### src/rtl/uart_rx.sv
// ============================================================================
// uart_rx : 8N1-style UART receiver with valid/ready output and error pulses
// Rev 1.0 : initial release
// ============================================================================
`default_nettype none

module uart_rx #(
  parameter int unsigned clk_rate = 100_000_000,
  parameter int unsigned Baud     = 115_200,
  parameter int unsigned Word_len = 8
) (
  input  logic                clk,
  input  logic                rst,
  input  logic                Uart_rx,
  output logic [Word_len-1:0] rx_data,
  output logic                rx_data_valid,
  input  logic                rx_data_ready,
  output logic                frame_err,
  output logic                overrun_err,
  output logic                rx_busy
);

  localparam int unsigned BAUD_DIV = clk_rate / Baud;
  localparam int unsigned HALF_DIV = BAUD_DIV / 2;
  localparam int unsigned CNT_W    = $clog2(BAUD_DIV) + 1;
  localparam int unsigned BIT_W    = $clog2(Word_len + 1);

  localparam logic [CNT_W-1:0] BAUD_LAST = CNT_W'(BAUD_DIV - 1);
  localparam logic [CNT_W-1:0] HALF_LAST = CNT_W'(HALF_DIV - 1);
  localparam logic [BIT_W-1:0] BIT_LAST  = BIT_W'(Word_len - 1);

  typedef enum logic [1:0] {
    S_IDLE  = 2'd0,
    S_START = 2'd1,
    S_DATA  = 2'd2,
    S_STOP  = 2'd3
  } state_t;

  state_t              state_q;
  logic                sync1_q;
  logic                rx_s_q;
  logic [CNT_W-1:0]    baud_cnt_q;
  logic [BIT_W-1:0]    bit_cnt_q;
  logic [Word_len-1:0] shift_q;
  logic [Word_len-1:0] data_q;
  logic                valid_q;
  logic                ferr_q;
  logic                oerr_q;
  logic                brk_q;   // bad stop already flagged; waiting for line to return high

  always_ff @(posedge clk or posedge rst) begin
    if (rst) begin
      sync1_q    <= 1'b1;
      rx_s_q     <= 1'b1;
      state_q    <= S_IDLE;
      baud_cnt_q <= '0;
      bit_cnt_q  <= '0;
      shift_q    <= '0;
      data_q     <= '0;
      valid_q    <= 1'b0;
      ferr_q     <= 1'b0;
      oerr_q     <= 1'b0;
      brk_q      <= 1'b0;
    end else begin
      sync1_q <= Uart_rx;
      rx_s_q  <= sync1_q;
      ferr_q  <= 1'b0;
      oerr_q  <= 1'b0;

      if (valid_q && rx_data_ready) begin
        valid_q <= 1'b0;
      end

      case (state_q)
        S_IDLE: begin
          baud_cnt_q <= '0;
          bit_cnt_q  <= '0;
          brk_q      <= 1'b0;
          if (!rx_s_q) begin
            state_q <= S_START;
          end
        end

        S_START: begin
          if (baud_cnt_q == HALF_LAST) begin
            baud_cnt_q <= '0;
            state_q    <= rx_s_q ? S_IDLE : S_DATA;
          end else begin
            baud_cnt_q <= baud_cnt_q + 1'b1;
          end
        end

        S_DATA: begin
          if (baud_cnt_q == BAUD_LAST) begin
            baud_cnt_q <= '0;
            shift_q    <= {rx_s_q, shift_q[Word_len-1:1]};
            if (bit_cnt_q == BIT_LAST) begin
              bit_cnt_q <= '0;
              state_q   <= S_STOP;
            end else begin
              bit_cnt_q <= bit_cnt_q + 1'b1;
            end
          end else begin
            baud_cnt_q <= baud_cnt_q + 1'b1;
          end
        end

        S_STOP: begin
          if (brk_q) begin
            baud_cnt_q <= '0;
            if (rx_s_q) begin
              brk_q   <= 1'b0;
              state_q <= S_IDLE;
            end
          end else if (baud_cnt_q == BAUD_LAST) begin
            baud_cnt_q <= '0;
            if (rx_s_q) begin
              state_q <= S_IDLE;
              // A consume in this same cycle frees the slot for the new character
              if (!valid_q || rx_data_ready) begin
                data_q  <= shift_q;
                valid_q <= 1'b1;
              end else begin
                oerr_q <= 1'b1;
              end
            end else begin
              ferr_q <= 1'b1;
              brk_q  <= 1'b1;
            end
          end else begin
            baud_cnt_q <= baud_cnt_q + 1'b1;
          end
        end

        default: state_q <= S_IDLE;
      endcase
    end
  end

  assign rx_data       = data_q;
  assign rx_data_valid = valid_q;
  assign frame_err     = ferr_q;
  assign overrun_err   = oerr_q;
  assign rx_busy       = (state_q != S_IDLE);

endmodule

`default_nettype wire

### config.mk
export PLATFORM = sky130hd
export DESIGN_NAME = uart_rx
export DESIGN_NICKNAME = d
export VERILOG_FILES = /design/src/rtl/uart_rx.sv
export SDC_FILE = /design/constraint.sdc
export NUM_CORES = 1
export LEC_CHECK = 0
export CAP_MARGIN = 0
export CORE_UTILIZATION = 55
export DETAILED_ROUTE_END_ITERATION = 10
export PLACE_DENSITY_LB_ADDON = 0.15
export SYNTH_ARGS = -nofsm -noshare
export SYNTH_HDL_FRONTEND = slang
export SYNTH_SLANG_ARGS = --single-unit
### constraint.sdc
create_clock -name clk -period 2.4 [get_ports clk]
set_input_delay 0.36 -clock clk [delete_from_list [all_inputs] [get_ports clk]]
set_output_delay 0.36 -clock clk [all_outputs]
set_load 0.02 [all_outputs]
**Yosys cells after proc, flatten, opt, wreduce, memory -nomap -nowiden**

Index checks and enable logic that the tools add are counted.
W data, S select, Z words.

- Output and inout port bits: 12
- Word-level logic and storage cells: 69
- Flip-flop bits (word level): 39

- Multiplexer cells: 33
- Bitwise gates (word level): 1
- Equality and inequality tests: 11
- $add $sub $neg: 2
- Reductions and logical operators: 11

Operators with widths:

| kind | count |
|---|---|
| $pmux W11 S4 | 1 |
| $mux W11 | 3 |
| $mux W1 | 16 |
| $mux W2 | 8 |
| $add A11 B1 Y11 const B | 1 |
| $eq A11 B10 Y1 const B | 1 |
| $eq A11 B9 Y1 const B | 1 |
| $reduce_and A5 Y1 | 2 |
| $mux W4 | 2 |
| $ne A2 B2 Y1 const B | 4 |
| $pmux W2 S4 | 1 |
| $pmux W4 S2 | 1 |
| $reduce_bool A2 Y1 | 3 |
| $add A4 B1 Y4 const B | 1 |
| $eq A2 B2 Y1 const B | 2 |
| $eq A4 B3 Y1 const B | 1 |
| $reduce_and A2 Y1 | 2 |
| $ne A3 B3 Y1 const B | 1 |
| $eq A2 B1 Y1 const B | 1 |
| $logic_not A2 Y1 | 1 |
| $pmux W1 S2 | 1 |
| $logic_and A1 B1 Y1 | 1 |
| $logic_not A1 Y1 | 1 |
| $logic_or A1 B1 Y1 | 1 |
| $not A1 Y1 | 1 |

**Logic depth before layout (Yosys ltp)**

- Depth after elaboration: 7
- Depth in mapped cells: 7
- Gate-level depth less buffers: 6

**Least setup slack after synthesis**

No wires, ideal clock.

- Path type: reg2reg
- Start point: reg state_q[0]
- End point: reg bit_cnt_q[3]
- Setup slack: 0.435 ns
- Arrival: 1.896 ns
- Period minus slack after synthesis: 1.965 ns
- Data required time: 2.331 ns
- Buffers on the path: 1
- Setup time: 0.069 ns
- Stages on the path, launching flop included: 8
- Cell sequence: dfrtp_1 -> inv_1 -> ha_1 -> clkbuf_1 -> inv_1 -> o41a_1 -> or4_1 -> nand3_1

- Longest elaborated chain between the ends: 3
- Elaborated cells between the ends (all ways): 6

RTL lines:

| item | line | source |
|---|---|---|
| start: declaration | 39 | `state_t state_q;` |
| start signal: assignment | 87 | `state_q <= rx_s_q ? S_IDLE : S_DATA;` |
| $eq A2 B2 Y1 / $logic_not A2 Y1 (equally long branches) | 74 | `case (state_q)` |
| $ne A2 B2 Y1 (no source line) / $reduce_bool A2 Y1 (equally long branches) | -- |  |
| $reduce_and A2 Y1 (no source line) | -- |  |
| end signal: assignment | 101 | `bit_cnt_q <= bit_cnt_q + 1'b1;` |
| end: declaration | 43 | `logic [BIT_W-1:0] bit_cnt_q;` |

Several ways; a longest one is shown, not always the timed one.
A chain may end at the register's enable or synchronous reset.

**Worst setup path in the final report**

- Start point: reg baud_cnt_q[0]
- End point: reg data_q[4], in the netlist rx_data[4]

- Longest elaborated chain between the ends: 2

RTL lines:

| item | line | source |
|---|---|---|
| start: declaration | 42 | `logic [CNT_W-1:0] baud_cnt_q;` |
| start signal: assignment | 89 | `baud_cnt_q <= baud_cnt_q + 1'b1;` |
| start signal: assignment | 104 | `baud_cnt_q <= baud_cnt_q + 1'b1;` |
| start signal: assignment | 131 | `baud_cnt_q <= baud_cnt_q + 1'b1;` |
| $eq A11 B10 Y1 | 115 | `end else if (baud_cnt_q == BAUD_LAST) begin` |
| $reduce_and A5 Y1 (no source line) | -- |  |
| end signal: assignment | 121 | `data_q <= shift_q;` |
| end: declaration | 45 | `logic [Word_len-1:0] data_q;` |

No other way between the ends.

==> impl_results.md <==
- Share of layout cells above drive strength 1: 19.53%
- Reg2Reg Launch Point: baud_cnt_q[0]
- RSZ-0062 raised after global routing: no
- Final instance area: 0.002078 mm2
- FMAX: 0.4547 GHz
- WS Path Type: register to register
- Clk buf depth: 2
- TritonCTS Buffers: 5
- Vias in the first global route: 1174
- Post-DP HPWL: 2.332 mm
- Ys Warns: 0
- Commonest non-fill, non-tap cell in the layout: dfrtp_1
- Setup tns final: 0 ns
- Post-route ant nets: 0
- HP Class: register to register
- DIE AREA: 0.003490 mm2
- Crit path time final: 2.199 ns
- Core ar.: 0.003078 mm2
- Antenna diodes: 0
- Worst Hold End: rx_s_q
- Drt wl/cell: 15.35 um
- # H-tree levels: 2
- Drt pass-1 iters: 4
- Drt initial violations: 44
- Slew HR: 67.07%
- Synth Net Count: 160
- Crit end category: register
- # DRC: 0
- Skew final: 0.008882 ns
- Final hold vios: 0
- Rows: 20
- Most frequent cells in the layout: dfrtp_1, mux2_2, clkdlybuf4s50_1, nor2_1, nand2_1
- Die Wd: 59.08 um
- Io pins: 16
- Total grt overflow: 0
- Lkg Pwr: 0.0009867 uW
- Hold Crit Depth: 0
- Die Y: 59.08 um
- Mapped cell area: 0.001792 mm2
- Outcome: complete, no violations
- Setup bufs post-CTS: 0
- Required time of the critical path: 2.65 ns
- Peak VDD IR: 0.3743 mV
- Starting density of the core: 58.21%
- Worst hold start: sync1_q
- Worst-margin pin slew: 0.4875 ns
- Synth cell types: 38
- Total GRT Usage: 22.34%
- Reg2reg path depth: 5
- Tcrit/Tclk final: 91.64%
- PostCTS Resize Cnt: 0
- First-pass GRT wire length: 5.589 mm
- Routed vias: 1175
- Maxcap violations: 0
- # clock sinks: 39
- Startpoint Class: register
- Placed Area: 0.001988 mm2
- Flop2flop setup slack: 0.20 ns
- PortBufs: 15
- Final setup violation count: 0
- Routability cong.: 0.8232
- CTS Hold Bufs: 0
- Synthesized instance count: 149
- CTS tree: yes
- CP Data Arrival Time: 2.45 ns
- Post-synthesis sequential area ratio: 54.61%
- Synthesized flop and latch total: 39
- DRT Wirelength: 3.270 mm
- Synthesis-to-layout area growth: 15.99%
- Mapped Avg Cell Area: 12.02 um2
- Clk_lat worst skew: 0.35 ns
- Worst r2r dst: rx_data[4]
- Max-slew violation count: 0
- Power per cell area: 556.2 mW/mm2
- Initial antenna violation count: 0
- Worst-path clk slew: 0.12 ns
- Pin count of the biggest net entering global routing: 40
- Vias per cell: 5.516
- Layout Nets: 179
- Clk root buf: clkbuf_4
- Maximum fanout along the worst path: 8
==> stage by stage <==
step           cells  util [%]  hold slack (ns)  setup WS, ns  total power [uW]
6_report         213     67.52           0.3675        0.2007              1156
5_1_grt          213     67.52           0.3698       0.04140              1194
4_1_cts          213     67.52           0.3659        0.2071              1166
3_5_place_dp     205     64.59           0.3481        0.2241             695.2
3_3_place_gp     205     64.59           0.3500        0.3367             694.4
2_1_floorplan    149         -           0.3452        0.4351             685.3
==> flip-flops by register name, summed over array words and instances, names as in the netlist, named ones only <==
signal / cells
baud_cnt_q: 11
brk_q: 1
shift_q: 8
rx_data: 8
state_q: 1
frame_err: 1
bit_cnt_q: 4
overrun_err: 1
rx_s_q: 1
rx_data_valid: 1
sync1_q: 1
==> layout make-up <==
class | instances | area (um2)
clock buffer | 6 | 51.30
sequential | 39 | 978.4
multi-input combinational | 100 | 774.5
timing repair buffer | 16 | 157.7
clock inverter | 2 | 38.79
fill | 242 | 999.7
tap | 44 | 55.05
inverter | 6 | 22.52
==> critical path, stage by stage (launching register included) <==
cell and delay [ns]:
dfrtp_1 0.42, ha_1 0.30, nand4b_1 0.28, nor3_4 0.37, nand4_2 0.34, mux2_2 0.38
==> where the power goes <==
| group | total, uW | switching [uW] | internal [uW] |
|---|---|---|---|
| clock | 474 | 223 | 252 |
| sequential | 662 | 2.30 | 660 |
| combinational | 19.3 | 12.8 | 6.46 |
==> layer usage <==
layer / wire, um / track usage [%]
met3: 65 / 4.585
met2: 1606 / 35.23
met1: 1536 / 29.78
met5: 0 / 0
met4: 61 / 10.20
==> how the worst max path moves through the flow <==
stage,end,slack [ns],startpoint
3_5_place_dp,rx_data[4],0.22,baud_cnt_q[0]
2_1_floorplan,bit_cnt_q[3],0.44,state_q[0]
5_1_grt,rx_data[0],0.04,baud_cnt_q[0]
3_3_place_gp,rx_data[6],0.34,baud_cnt_q[0]
4_1_cts,rx_data[4],0.21,baud_cnt_q[0]
6_report,rx_data[4],0.20,baud_cnt_q[0]
==> cell usage after synthesis <==
| library cell | count | area [um2] |
|---|---|---|
| and2_1 | 2 | 12.51 |
| nand4b_1 | 1 | 8.760 |
| buf_2 | 1 | 5.000 |
| o41a_1 | 1 | 11.26 |
| ha_1 | 7 | 87.58 |
| dfstp_2 | 2 | 52.55 |
| and4_2 | 1 | 10.01 |
| o41ai_1 | 1 | 8.760 |
| or3b_1 | 1 | 8.760 |
| a32o_1 | 1 | 10.01 |
| nor2b_1 | 2 | 12.51 |
| inv_1 | 6 | 22.52 |
| dfrtp_1 | 37 | 925.9 |
| xor2_1 | 7 | 61.31 |
| a21o_1 | 2 | 15.01 |
| or4_1 | 1 | 7.510 |
| o32ai_1 | 1 | 8.760 |
| o22a_1 | 1 | 8.760 |
| nor3b_1 | 1 | 7.510 |
| o31ai_1 | 1 | 7.510 |
| nand4_2 | 1 | 12.51 |
| clkbuf_1 | 3 | 11.26 |
| nand3b_1 | 1 | 7.510 |
| nand3_1 | 6 | 30.03 |
| nand2b_1 | 3 | 18.77 |
| nand4_1 | 5 | 31.28 |
| nor2_1 | 14 | 52.55 |
| mux2i_1 | 2 | 20.02 |
| and3_1 | 1 | 6.260 |
| nand2_1 | 10 | 37.54 |
| nor3_4 | 1 | 16.27 |
| or3_4 | 1 | 11.26 |
| o21ai_0 | 1 | 5.000 |
| mux2_2 | 17 | 191.4 |
| and4b_1 | 1 | 10.01 |
| a31oi_1 | 2 | 12.51 |
| or3_2 | 1 | 7.510 |
| xnor2_1 | 2 | 17.52 |
==> logic make-up (layout without fill, tap and decap cells) <==
family / Yosys count / after routing / share of synthesized area [%]
AND/OR/NAND/NOR: 54 / 54 / 17.25
flip-flops: 39 / 39 / 54.61
multiplexers: 19 / 19 / 11.80
AO/OA/AOI/OAI: 11 / 11 / 4.888
buffers and inverters: 10 / 30 / 2.164
XOR/XNOR: 9 / 9 / 4.400
adder cells (fa/ha/maj): 7 / 7 / 4.888
Note: power is estimated with default switching activity, not from simulation.
